==> src/rtl/biquad8_pole_coeff_loader_if.sv <==
// Host staging bus plus pole-FIR coefficient port of the biquad8 coefficient loader.
interface biquad8_pole_coeff_loader_if #(
  parameter int CBITS = 18
);
  logic [4:0]       host_adr_i;
  logic [CBITS-1:0] host_dat_i;
  logic             host_wr_i;
  logic             go_i;
  logic [4:0]       coeff_adr_o;
  logic             coeff_wr_o;
  logic [CBITS-1:0] coeff_dat_o;
  logic             coeff_update_o;
  logic             busy_o;
  logic             done_o;

  modport master (
    output host_adr_i, host_dat_i, host_wr_i, go_i,
    input  coeff_adr_o, coeff_wr_o, coeff_dat_o, coeff_update_o, busy_o, done_o
  );

  modport slave (
    input  host_adr_i, host_dat_i, host_wr_i, go_i,
    output coeff_adr_o, coeff_wr_o, coeff_dat_o, coeff_update_o, busy_o, done_o
  );
endinterface

==> src/rtl/biquad8_pole_coeff_loader.sv <==
// Snapshots the staged pole coefficients on go and replays them into the B-cascade chains.
// First write 1 cycle after go capture, update at 1+HOLD*17, done next; go ignored while busy.
module biquad8_pole_coeff_loader #(
  parameter int FLEN  = 7,
  parameter int GLEN  = 8,
  parameter int CBITS = 18,
  parameter int HOLD  = 3
) (
  input  logic                        clk,
  input  logic                        rst,
  biquad8_pole_coeff_loader_if.slave  bus
);
  localparam int HW = (HOLD > 2) ? $clog2(HOLD) : 1;
  localparam logic [4:0]    F_CROSS   = 5'(FLEN);
  localparam logic [4:0]    F_LAST    = 5'(FLEN - 1);
  localparam logic [4:0]    G_CROSS   = 5'(16 + GLEN);
  localparam logic [4:0]    G_LAST    = 5'(16 + GLEN - 1);
  localparam logic [4:0]    G_K0      = 5'(FLEN + 1);
  localparam logic [4:0]    SLOT_LAST = 5'(FLEN + GLEN + 1);
  localparam logic [HW-1:0] HOLD_LAST = HW'(HOLD - 1);

  typedef enum logic [2:0] {S_IDLE, S_ARM, S_WRITE, S_UPDATE, S_DONE} state_t;

  state_t           state_q, state_d;
  logic [4:0]       slot_q, slot_d;
  logic [HW-1:0]    hold_q, hold_d;
  logic [CBITS-1:0] stage_q [32];
  logic [CBITS-1:0] stage_d [32];
  logic [CBITS-1:0] work_q  [32];
  logic [CBITS-1:0] work_d  [32];
  logic [4:0]       coeff_adr_q, coeff_adr_d;
  logic [CBITS-1:0] coeff_dat_q, coeff_dat_d;
  logic             coeff_wr_q, coeff_wr_d;
  logic             coeff_update_q, coeff_update_d;
  logic             busy_q, busy_d;
  logic             done_q, done_d;

  function automatic logic adr_valid(input logic [4:0] a);
    return (a <= F_CROSS) || ((a >= 5'd16) && (a <= G_CROSS));
  endfunction

  // Cross DSPs go first: they load on any address >= their index, and the
  // junk they shift into the cascade is flushed by the full-length chain writes.
  function automatic logic [4:0] slot_adr(input logic [4:0] k);
    if (k == 5'd0)        return F_CROSS;
    else if (k < G_K0)    return F_LAST;
    else if (k == G_K0)   return G_CROSS;
    else                  return G_LAST;
  endfunction

  function automatic logic [4:0] slot_src(input logic [4:0] k);
    if (k == 5'd0)        return F_CROSS;
    else if (k < G_K0)    return F_CROSS - k;
    else if (k == G_K0)   return G_CROSS;
    else                  return G_CROSS - (k - G_K0);
  endfunction

  always_comb begin
    state_d        = state_q;
    slot_d         = slot_q;
    hold_d         = hold_q;
    stage_d        = stage_q;
    work_d         = work_q;
    coeff_adr_d    = '0;
    coeff_dat_d    = '0;
    coeff_wr_d     = 1'b0;
    coeff_update_d = 1'b0;
    busy_d         = busy_q;
    done_d         = 1'b0;

    if (bus.host_wr_i && adr_valid(bus.host_adr_i)) begin
      stage_d[bus.host_adr_i] = bus.host_dat_i;
    end

    case (state_q)
      S_IDLE, S_DONE: begin
        busy_d  = 1'b0;
        state_d = S_IDLE;
        if (bus.go_i) begin
          // Snapshot uses the pre-write staging contents of this cycle.
          work_d  = stage_q;
          busy_d  = 1'b1;
          slot_d  = '0;
          hold_d  = '0;
          state_d = S_ARM;
        end
      end
      S_ARM: begin
        state_d     = S_WRITE;
        hold_d      = '0;
        coeff_wr_d  = 1'b1;
        coeff_adr_d = slot_adr(slot_q);
        coeff_dat_d = work_q[slot_src(slot_q)];
      end
      S_WRITE: begin
        if (hold_q == HOLD_LAST) begin
          if (slot_q == SLOT_LAST) begin
            coeff_update_d = 1'b1;
            state_d        = S_UPDATE;
          end else begin
            slot_d      = slot_q + 5'd1;
            hold_d      = '0;
            coeff_wr_d  = 1'b1;
            coeff_adr_d = slot_adr(slot_d);
            coeff_dat_d = work_q[slot_src(slot_d)];
          end
        end else begin
          hold_d      = hold_q + HW'(1);
          coeff_adr_d = coeff_adr_q;
          coeff_dat_d = coeff_dat_q;
        end
      end
      S_UPDATE: begin
        busy_d  = 1'b0;
        done_d  = 1'b1;
        state_d = S_DONE;
      end
      default: begin
        busy_d  = 1'b0;
        state_d = S_IDLE;
      end
    endcase
  end

  always_ff @(posedge clk or posedge rst) begin
    if (rst) begin
      state_q        <= S_IDLE;
      slot_q         <= '0;
      hold_q         <= '0;
      coeff_adr_q    <= '0;
      coeff_dat_q    <= '0;
      coeff_wr_q     <= 1'b0;
      coeff_update_q <= 1'b0;
      busy_q         <= 1'b0;
      done_q         <= 1'b0;
      for (int i = 0; i < 32; i++) begin
        stage_q[i] <= '0;
        work_q[i]  <= '0;
      end
    end else begin
      state_q        <= state_d;
      slot_q         <= slot_d;
      hold_q         <= hold_d;
      coeff_adr_q    <= coeff_adr_d;
      coeff_dat_q    <= coeff_dat_d;
      coeff_wr_q     <= coeff_wr_d;
      coeff_update_q <= coeff_update_d;
      busy_q         <= busy_d;
      done_q         <= done_d;
      for (int i = 0; i < 32; i++) begin
        stage_q[i] <= stage_d[i];
        work_q[i]  <= work_d[i];
      end
    end
  end

  assign bus.coeff_adr_o    = coeff_adr_q;
  assign bus.coeff_dat_o    = coeff_dat_q;
  assign bus.coeff_wr_o     = coeff_wr_q;
  assign bus.coeff_update_o = coeff_update_q;
  assign bus.busy_o         = busy_q;
  assign bus.done_o         = done_q;
endmodule

==> src/flat_wrapper.sv <==
// flat-port wrapper written by rule: the top's interface ports become plain ports
module biquad8_pole_coeff_loader_flat 
#(
  parameter int FLEN  = 7,
  parameter int GLEN  = 8,
  parameter int CBITS = 18,
  parameter int HOLD  = 3
)
  (clk, rst, bus_host_adr_i, bus_host_dat_i, bus_host_wr_i, bus_go_i, bus_coeff_adr_o, bus_coeff_wr_o, bus_coeff_dat_o, bus_coeff_update_o, bus_busy_o, bus_done_o);
  biquad8_pole_coeff_loader_if #(.CBITS(CBITS)) bus_i ();
  input  logic clk;
  input  logic rst;
  input wire logic [$bits(bus_i.host_adr_i)-1:0] bus_host_adr_i;
  input wire logic [$bits(bus_i.host_dat_i)-1:0] bus_host_dat_i;
  input wire logic [$bits(bus_i.host_wr_i)-1:0] bus_host_wr_i;
  input wire logic [$bits(bus_i.go_i)-1:0] bus_go_i;
  output wire logic [$bits(bus_i.coeff_adr_o)-1:0] bus_coeff_adr_o;
  output wire logic [$bits(bus_i.coeff_wr_o)-1:0] bus_coeff_wr_o;
  output wire logic [$bits(bus_i.coeff_dat_o)-1:0] bus_coeff_dat_o;
  output wire logic [$bits(bus_i.coeff_update_o)-1:0] bus_coeff_update_o;
  output wire logic [$bits(bus_i.busy_o)-1:0] bus_busy_o;
  output wire logic [$bits(bus_i.done_o)-1:0] bus_done_o;
  assign bus_i.host_adr_i = bus_host_adr_i;
  assign bus_i.host_dat_i = bus_host_dat_i;
  assign bus_i.host_wr_i = bus_host_wr_i;
  assign bus_i.go_i = bus_go_i;
  assign bus_coeff_adr_o = bus_i.coeff_adr_o;
  assign bus_coeff_wr_o = bus_i.coeff_wr_o;
  assign bus_coeff_dat_o = bus_i.coeff_dat_o;
  assign bus_coeff_update_o = bus_i.coeff_update_o;
  assign bus_busy_o = bus_i.busy_o;
  assign bus_done_o = bus_i.done_o;
  biquad8_pole_coeff_loader #(.FLEN(FLEN), .GLEN(GLEN), .CBITS(CBITS), .HOLD(HOLD)) u_core (.clk(clk), .rst(rst), .bus(bus_i));
endmodule
==> config.mk <==
export PLATFORM = sky130hd
export DESIGN_NAME = biquad8_pole_coeff_loader_flat
export DESIGN_NICKNAME = d
export VERILOG_FILES = /design/src/rtl/biquad8_pole_coeff_loader_if.sv /design/src/rtl/biquad8_pole_coeff_loader.sv /design/src/flat_wrapper.sv
export SDC_FILE = /design/constraint.sdc
export NUM_CORES = 2
export LEC_CHECK = 0
export CORE_UTILIZATION = 50
export CTS_CLUSTER_SIZE = 12
export DETAILED_ROUTE_END_ITERATION = 12
export PLACE_DENSITY = 0.65
export SLEW_MARGIN = 0
export SYNTH_ARGS = -nofsm -noshare
export SYNTH_HDL_FRONTEND = slang
export SYNTH_SLANG_ARGS = --single-unit
==> constraint.sdc <==
create_clock -name clk -period 95.3 [get_ports clk]
set_clock_uncertainty 0.05 [all_clocks]
set_input_delay 19.06 -clock clk [delete_from_list [all_inputs] [get_ports clk]]
set_output_delay 19.06 -clock clk [all_outputs]
set_load 0.05 [all_outputs]
======== Word-level counts from Yosys, hierarchy flattened ========
Index checks and enable logic that the tools add are counted.
word-level totals
  output and inout port bits .............. 27
  flip-flop bits (word level) ............. 1189
  word-level logic and storage cells ...... 173
operators by class
  bitwise operators ....................... 3
  equality and inequality tests ........... 13
  add/subtract/negate cells ............... 8
  order comparisons ....................... 9
  reductions and logical operators ........ 15
  multiplexer cells ....................... 52
operator list
  operator               number
  $bwmux W576            1
  $bmux W18 S5           2
  $mux W18               7
  $mux W5                19
  $demux W18 S5          1
  $pmux W18 S2           1
  $pmux W5 S2            2
  $ge A6 B6 Y1 const B   3
  $not A5 Y6             3
  $pmux W3 S4            1
  $eq A5 B4 Y1 const B   2
  $logic_not A5 Y1       2
  $lt A5 B4 Y1 const B   2
  $sub A3 B5 Y5 const A  2
  $sub A5 B4 Y5 const B  2
  $sub A5 B5 Y5 const A  2
  $mux W1                8
  $mux W4                2
  $eq A3 B2 Y1 const B   2
  $lt A6 B1 Y1 const B   1
  $mux W2                3
  $mux W3                2
  $pmux W2 S3            1
  $add A5 B1 Y5 const B  1
  other kinds (21)       28

======== Depth between registers and ports, before layout ========
  depth in word-level cells ............... 16
  gate-level depth with buffers ........... 18

======== Worst setup path before layout ========
Ideal clock, no wire load.
  kind .................................... input to register
  start ................................... input port bus_host_adr_i[0]
  end ..................................... register u_core.stage_q[162] (netlist bit)
  setup slack ............................. 74.415 ns
  data required time ...................... 95.125 ns
  stages .................................. 6
  arrival time ............................ 20.710 ns
  library setup time ...................... 0.125 ns
  cells stage by stage .................... nand2b_1 -> nor3b_1 -> and3_1 -> clkbuf_1 -> clkbuf_1 -> mux2_2
between the ends
  longest elaborated chain between the ends .. 6
  elaborated cells between the ends (all ways) .. 13
  those cells by class .................... order compare: 5; mux: 3; bitwise: 1; reduce/logical: 4
ends and longest elaborated chain
  element                                                             line                              source
  start: declaration                                                  flat_wrapper.sv:13                input wire logic [$bits(bus_i.host_adr_i)-1:0] bus_host_adr_i;
  $not A5 Y6 (not written as such)                                    biquad8_pole_coeff_loader.sv:72   stage_d[bus.host_adr_i] = bus.host_dat_i;
  $ge A6 B6 Y1 (not written as such) or $lt A6 B1 Y1 (tied branches)  biquad8_pole_coeff_loader.sv:72
  $logic_and A1 B1 Y1 (not written as such)                           biquad8_pole_coeff_loader.sv:72
  $mux W18 (not written as such)                                      biquad8_pole_coeff_loader.sv:72
  $demux W18 S5                                                       biquad8_pole_coeff_loader.sv:72
  $bwmux W576                                                         biquad8_pole_coeff_loader.sv:72
  end signal: indexed assignment                                      biquad8_pole_coeff_loader.sv:151  stage_q[i] <= stage_d[i];
  end: declaration                                                    biquad8_pole_coeff_loader.sv:27   logic [CBITS-1:0] stage_q [32];
Parallel ways exist; a longest one is shown, timed or not.
A chain may end at the register's enable or synchronous reset.

==> results.md <==
- Mean Syn Cell Area: 9.315 um^2
- Total setup violations reported at the end of the flow: 0
- H-tree Lvls: 3
- Largest family of logic cells by synthesized area: simple AND/OR/NAND/NOR gates
- Overall fraction of global-route tracks in use: 0.2835
- Gpl congestion: 0.8043
- Critical path, cell by cell: clkdlybuf4s50_1 -> inv_8 -> buf_4 -> buf_4 -> buf_4 -> buf_4
- Worst-Margin Slew: 1.270 ns
- YS warnings: 0
- Area Growth Syn to Fin: 7.896%
- CP most frequent cell: buf_4
- Initial core utilization: 0.5066
- Worst-path clk slew: 0.06 ns
- Slew Viols, Final: 0
- Cell Int Power: 0.9715 mW
- Total gr overflow: 0
- Worst EP required: 95.94 ns
- Cell Area, Synth: 52730 um^2
- Max cap viols: 0
- Net switching power of the design: 0.5200 mW
- Via density per instance: 5.848
- Pwr per Cell Area: 26.21 nW/um^2
- Cts hold-fix bufs: 0
- Finished Core Util: 0.5466
- Seq pwr share: 0.438
- Via count: 39.34k
- Post-synthesis mux area share: 0.09934
- Root buffer cell: clkbuf_16
- RSZ-0062 raised after global routing: false
- Post-synth ARST share: 1.000
- Core Region: 104100 um^2
- CP Capture Type: async pin
- First DRT Iteration DRCs: 4389
- Resize count post-CTS: 0
- Placed cell area: 53080 um^2
- DRT antenna net count: 0
- Clk network pwr share: 0.309
- Fmax: 43.94 MHz
- Post-synthesis sequential area ratio: 0.5637
- Min Tclk post-route: 22.76 ns
- Inserted Clock Buffers: 121
- Crit-path slowest cell: buf_4
- Num Clock Sinks: 1188
- Die Y-Extent: 326.8 um
- Post-synthesis instance total: 5661
- Postcts setup bufs: 0
- Synth Area in Adders: 0.001661
- Worst setup SP type: primary input
- Hpwl dp: 81530 um
- Layout fillers: 9159
- Syn Nets: 5695
- DRC violations left: 0
- Final layout net count: 5290
- Die width: 326.8 um
- Worst skew pair latency: 0.72 ns
- Number of synthesized flops with an enable pin: 0
- VDD IR-drop max: 37.49 uV
- Final period util: 0.2388
- First-pass DRT Iterations: 7
- Seq cells post-synth: 1188
- Antenna violations before repair: 11
- Worst Hold Class: register to register
- Rows: 118
- Crit path arrival time: 23.40 ns
- Bufs on Longest Clock Path: 3
- Setup Total Neg Slack: 0 ns
- First-pass GRT wire length: 233100 um
- XOR/XNOR Fraction of Synth Area: 0.0008067
- Cell family with most CP delay: buffers and inverters
- Routed Wire Length: 150200 um
- Crit Path Class: primary input to async pin
- Vias in the first global route: 38.36k
- Wire per inst: 22.32 um
- Share of layout cells above drive strength 1: 0.1130
- IO Count: 54
- Die area: 106800 um^2
- Yosys cell types: 65
- CP max FO: 107
- Largest net degree at the start of global routing: 205
- # port buffers: 53
- Max_slew headroom: 0.1525
- Gate power share: 0.253
- Placed Instances: 6513
- Post-Synth Simple-Gate Area: 0.1984
- Status: complete, no violations
- Final non-filler cell total: 6728
- Synth Area in Compound Gates: 0.08458
- Critical path buffers and inverters: 6
- CP peak stage delay: 0.88 ns
- Final Hold Vio Count: 0
- Leak Pwr: 28.70 nW
- Primary FF master, synth: dfrtp_1
- Sw Share: 0.3486
- CTS tree: yes
- Post-route cell area: 56900 um^2
-- power groups by stage --
stage	Combinational [mW]	Clock (mW)	Sequential (mW)
after floorplan	0.253	0	0.657
after global placement	0.365	0	0.656
after detailed placement	0.373	0	0.659
after CTS	0.375	0.468	0.650
after global routing	0.410	0.489	0.662
final	0.378	0.461	0.653
-- kinds of logic after synthesis --
kind of cell | after synthesis
AND/OR/NAND/NOR | 2656
XOR/XNOR | 4
multiplexers | 481
AO/OA/AOI/OAI | 663
flip-flops | 1188
buffers and inverters | 662
adder cells (fa/ha/maj) | 7
-- cell usage after synthesis, types with 18 or more instances --
library cell,instances,area (um^2)
a211oi_1,37,277.8
a21boi_0,18,135.1
a21o_1,38,285.3
a21oi_1,248,1241
a221oi_1,21,183.9
a22oi_1,91,683.2
a311oi_1,19,166.4
a31oi_1,55,344.1
a32oi_1,84,735.7
buf_1,19,71.32
buf_2,63,315.3
buf_4,24,180.2
clkbuf_1,539,2023
dfrtp_1,1188,29730
mux2_2,309,3480
mux2i_1,169,1692
nand2_1,2372,8904
nand3_1,143,715.7
nand4_1,32,200.2
nor2_1,36,135.1
o22ai_1,19,118.9
or4_1,18,135.1
-- layer usage --
| layer | track usage | vias up | share of wire |
|---|---|---|---|
| met3 | 0.05969 | 305 | 0.088 |
| met5 | 0 | - | 0.000087 |
| met1 | 0.4122 | 19651 | 0.44 |
| li1 | - | 17731 | - |
| met2 | 0.4241 | 1655 | 0.44 |
| met4 | 0.09163 | 2 | 0.031 |
-- metrics by stage --
| stage | power [mW] | hold WS (ns) | setup slack [ns] |
|---|---|---|---|
| finish | 1.491 | 0.3242 | 72.54 |
| global route | 1.562 | 0.3324 | 71.83 |
| CTS | 1.493 | 0.3277 | 72.31 |
| detailed placement | 1.031 | 0.3152 | 71.56 |
| global placement | 1.021 | 0.3145 | 71.57 |
| floorplan | 0.9102 | 0.3789 | 42.72 |
-- cell usage in the layout (no fill, tap or decap), types with 4 or more instances in the layout --
| master | n |
|---|---|
| a31oi_1 | 54 |
| a21boi_0 | 18 |
| or4_1 | 18 |
| nand2_2 | 9 |
| a22oi_1 | 91 |
| o22ai_1 | 19 |
| clkbuf_1 | 41 |
| clkbuf_8 | 22 |
| nand3_1 | 143 |
| nand4_1 | 32 |
| a32oi_1 | 84 |
| buf_4 | 68 |
| nor2b_1 | 7 |
| ha_1 | 7 |
| a21oi_1 | 247 |
| nor3b_1 | 4 |
| a221oi_1 | 21 |
| diode_2 | 4 |
| a21o_1 | 37 |
| dfrtp_1 | 1188 |
| o21ai_0 | 8 |
| mux2_2 | 309 |
| nor3_1 | 5 |
| buf_12 | 5 |
| clkinv_2 | 15 |
| nand2b_1 | 8 |
| a21boi_1 | 5 |
| clkdlybuf4s50_1 | 53 |
| nand2_1 | 2362 |
| mux2i_1 | 169 |
| or2_2 | 4 |
| a311oi_1 | 19 |
| inv_1 | 6 |
| and3_1 | 4 |
| clkbuf_16 | 124 |
| nor2_1 | 31 |
| a211oi_1 | 37 |
-- state kept, by name, summed over array words and instances, names as in the netlist --
register                   cells
u_core.bus.busy_o              1
u_core.bus.coeff_adr_o         4
u_core.bus.coeff_dat_o        18
u_core.bus.coeff_update_o      1
u_core.bus.coeff_wr_o          1
u_core.bus.done_o              1
u_core.hold_q                  2
u_core.slot_q                  5
u_core.stage_q               576
u_core.state_q                 3
u_core.work_q                576
-- cell type report --
cell class | instances | area (um^2) | share of cell area
inverter | 8 | 37.54 | 0.0006597
tap | 1380 | 1727 | 0.03035
antenna | 4 | 10.01 | 0.0001759
timing repair buffer | 126 | 1141 | 0.02005
clock inverter | 24 | 249.0 | 0.004376
clock buffer | 187 | 3560 | 0.06256
sequential | 1188 | 29730 | 0.5225
multi-input combinational | 3811 | 20450 | 0.3593
-- path summary, 6_finish.rpt --
check / from / endpoint / slack, ns / cells past startpoint
worst max-delay path: rst / u_core.work_q[96] / 72.54 / 6
worst min-delay path: u_core.stage_q[421] / u_core.stage_q[421] / 0.32 / 0
worst max register to register: u_core.slot_q[0] / u_core.bus.coeff_dat_o[2] / 88.26 / 16
worst min register to register: u_core.stage_q[421] / u_core.stage_q[421] / 0.32 / 0
max in group clk: bus_go_i / u_core.work_q[535] / 73.53 / 6
min in group asynchronous: rst / u_core.work_q[355] / 18.83 / 2
Note: power is estimated with default switching activity, not from simulation.
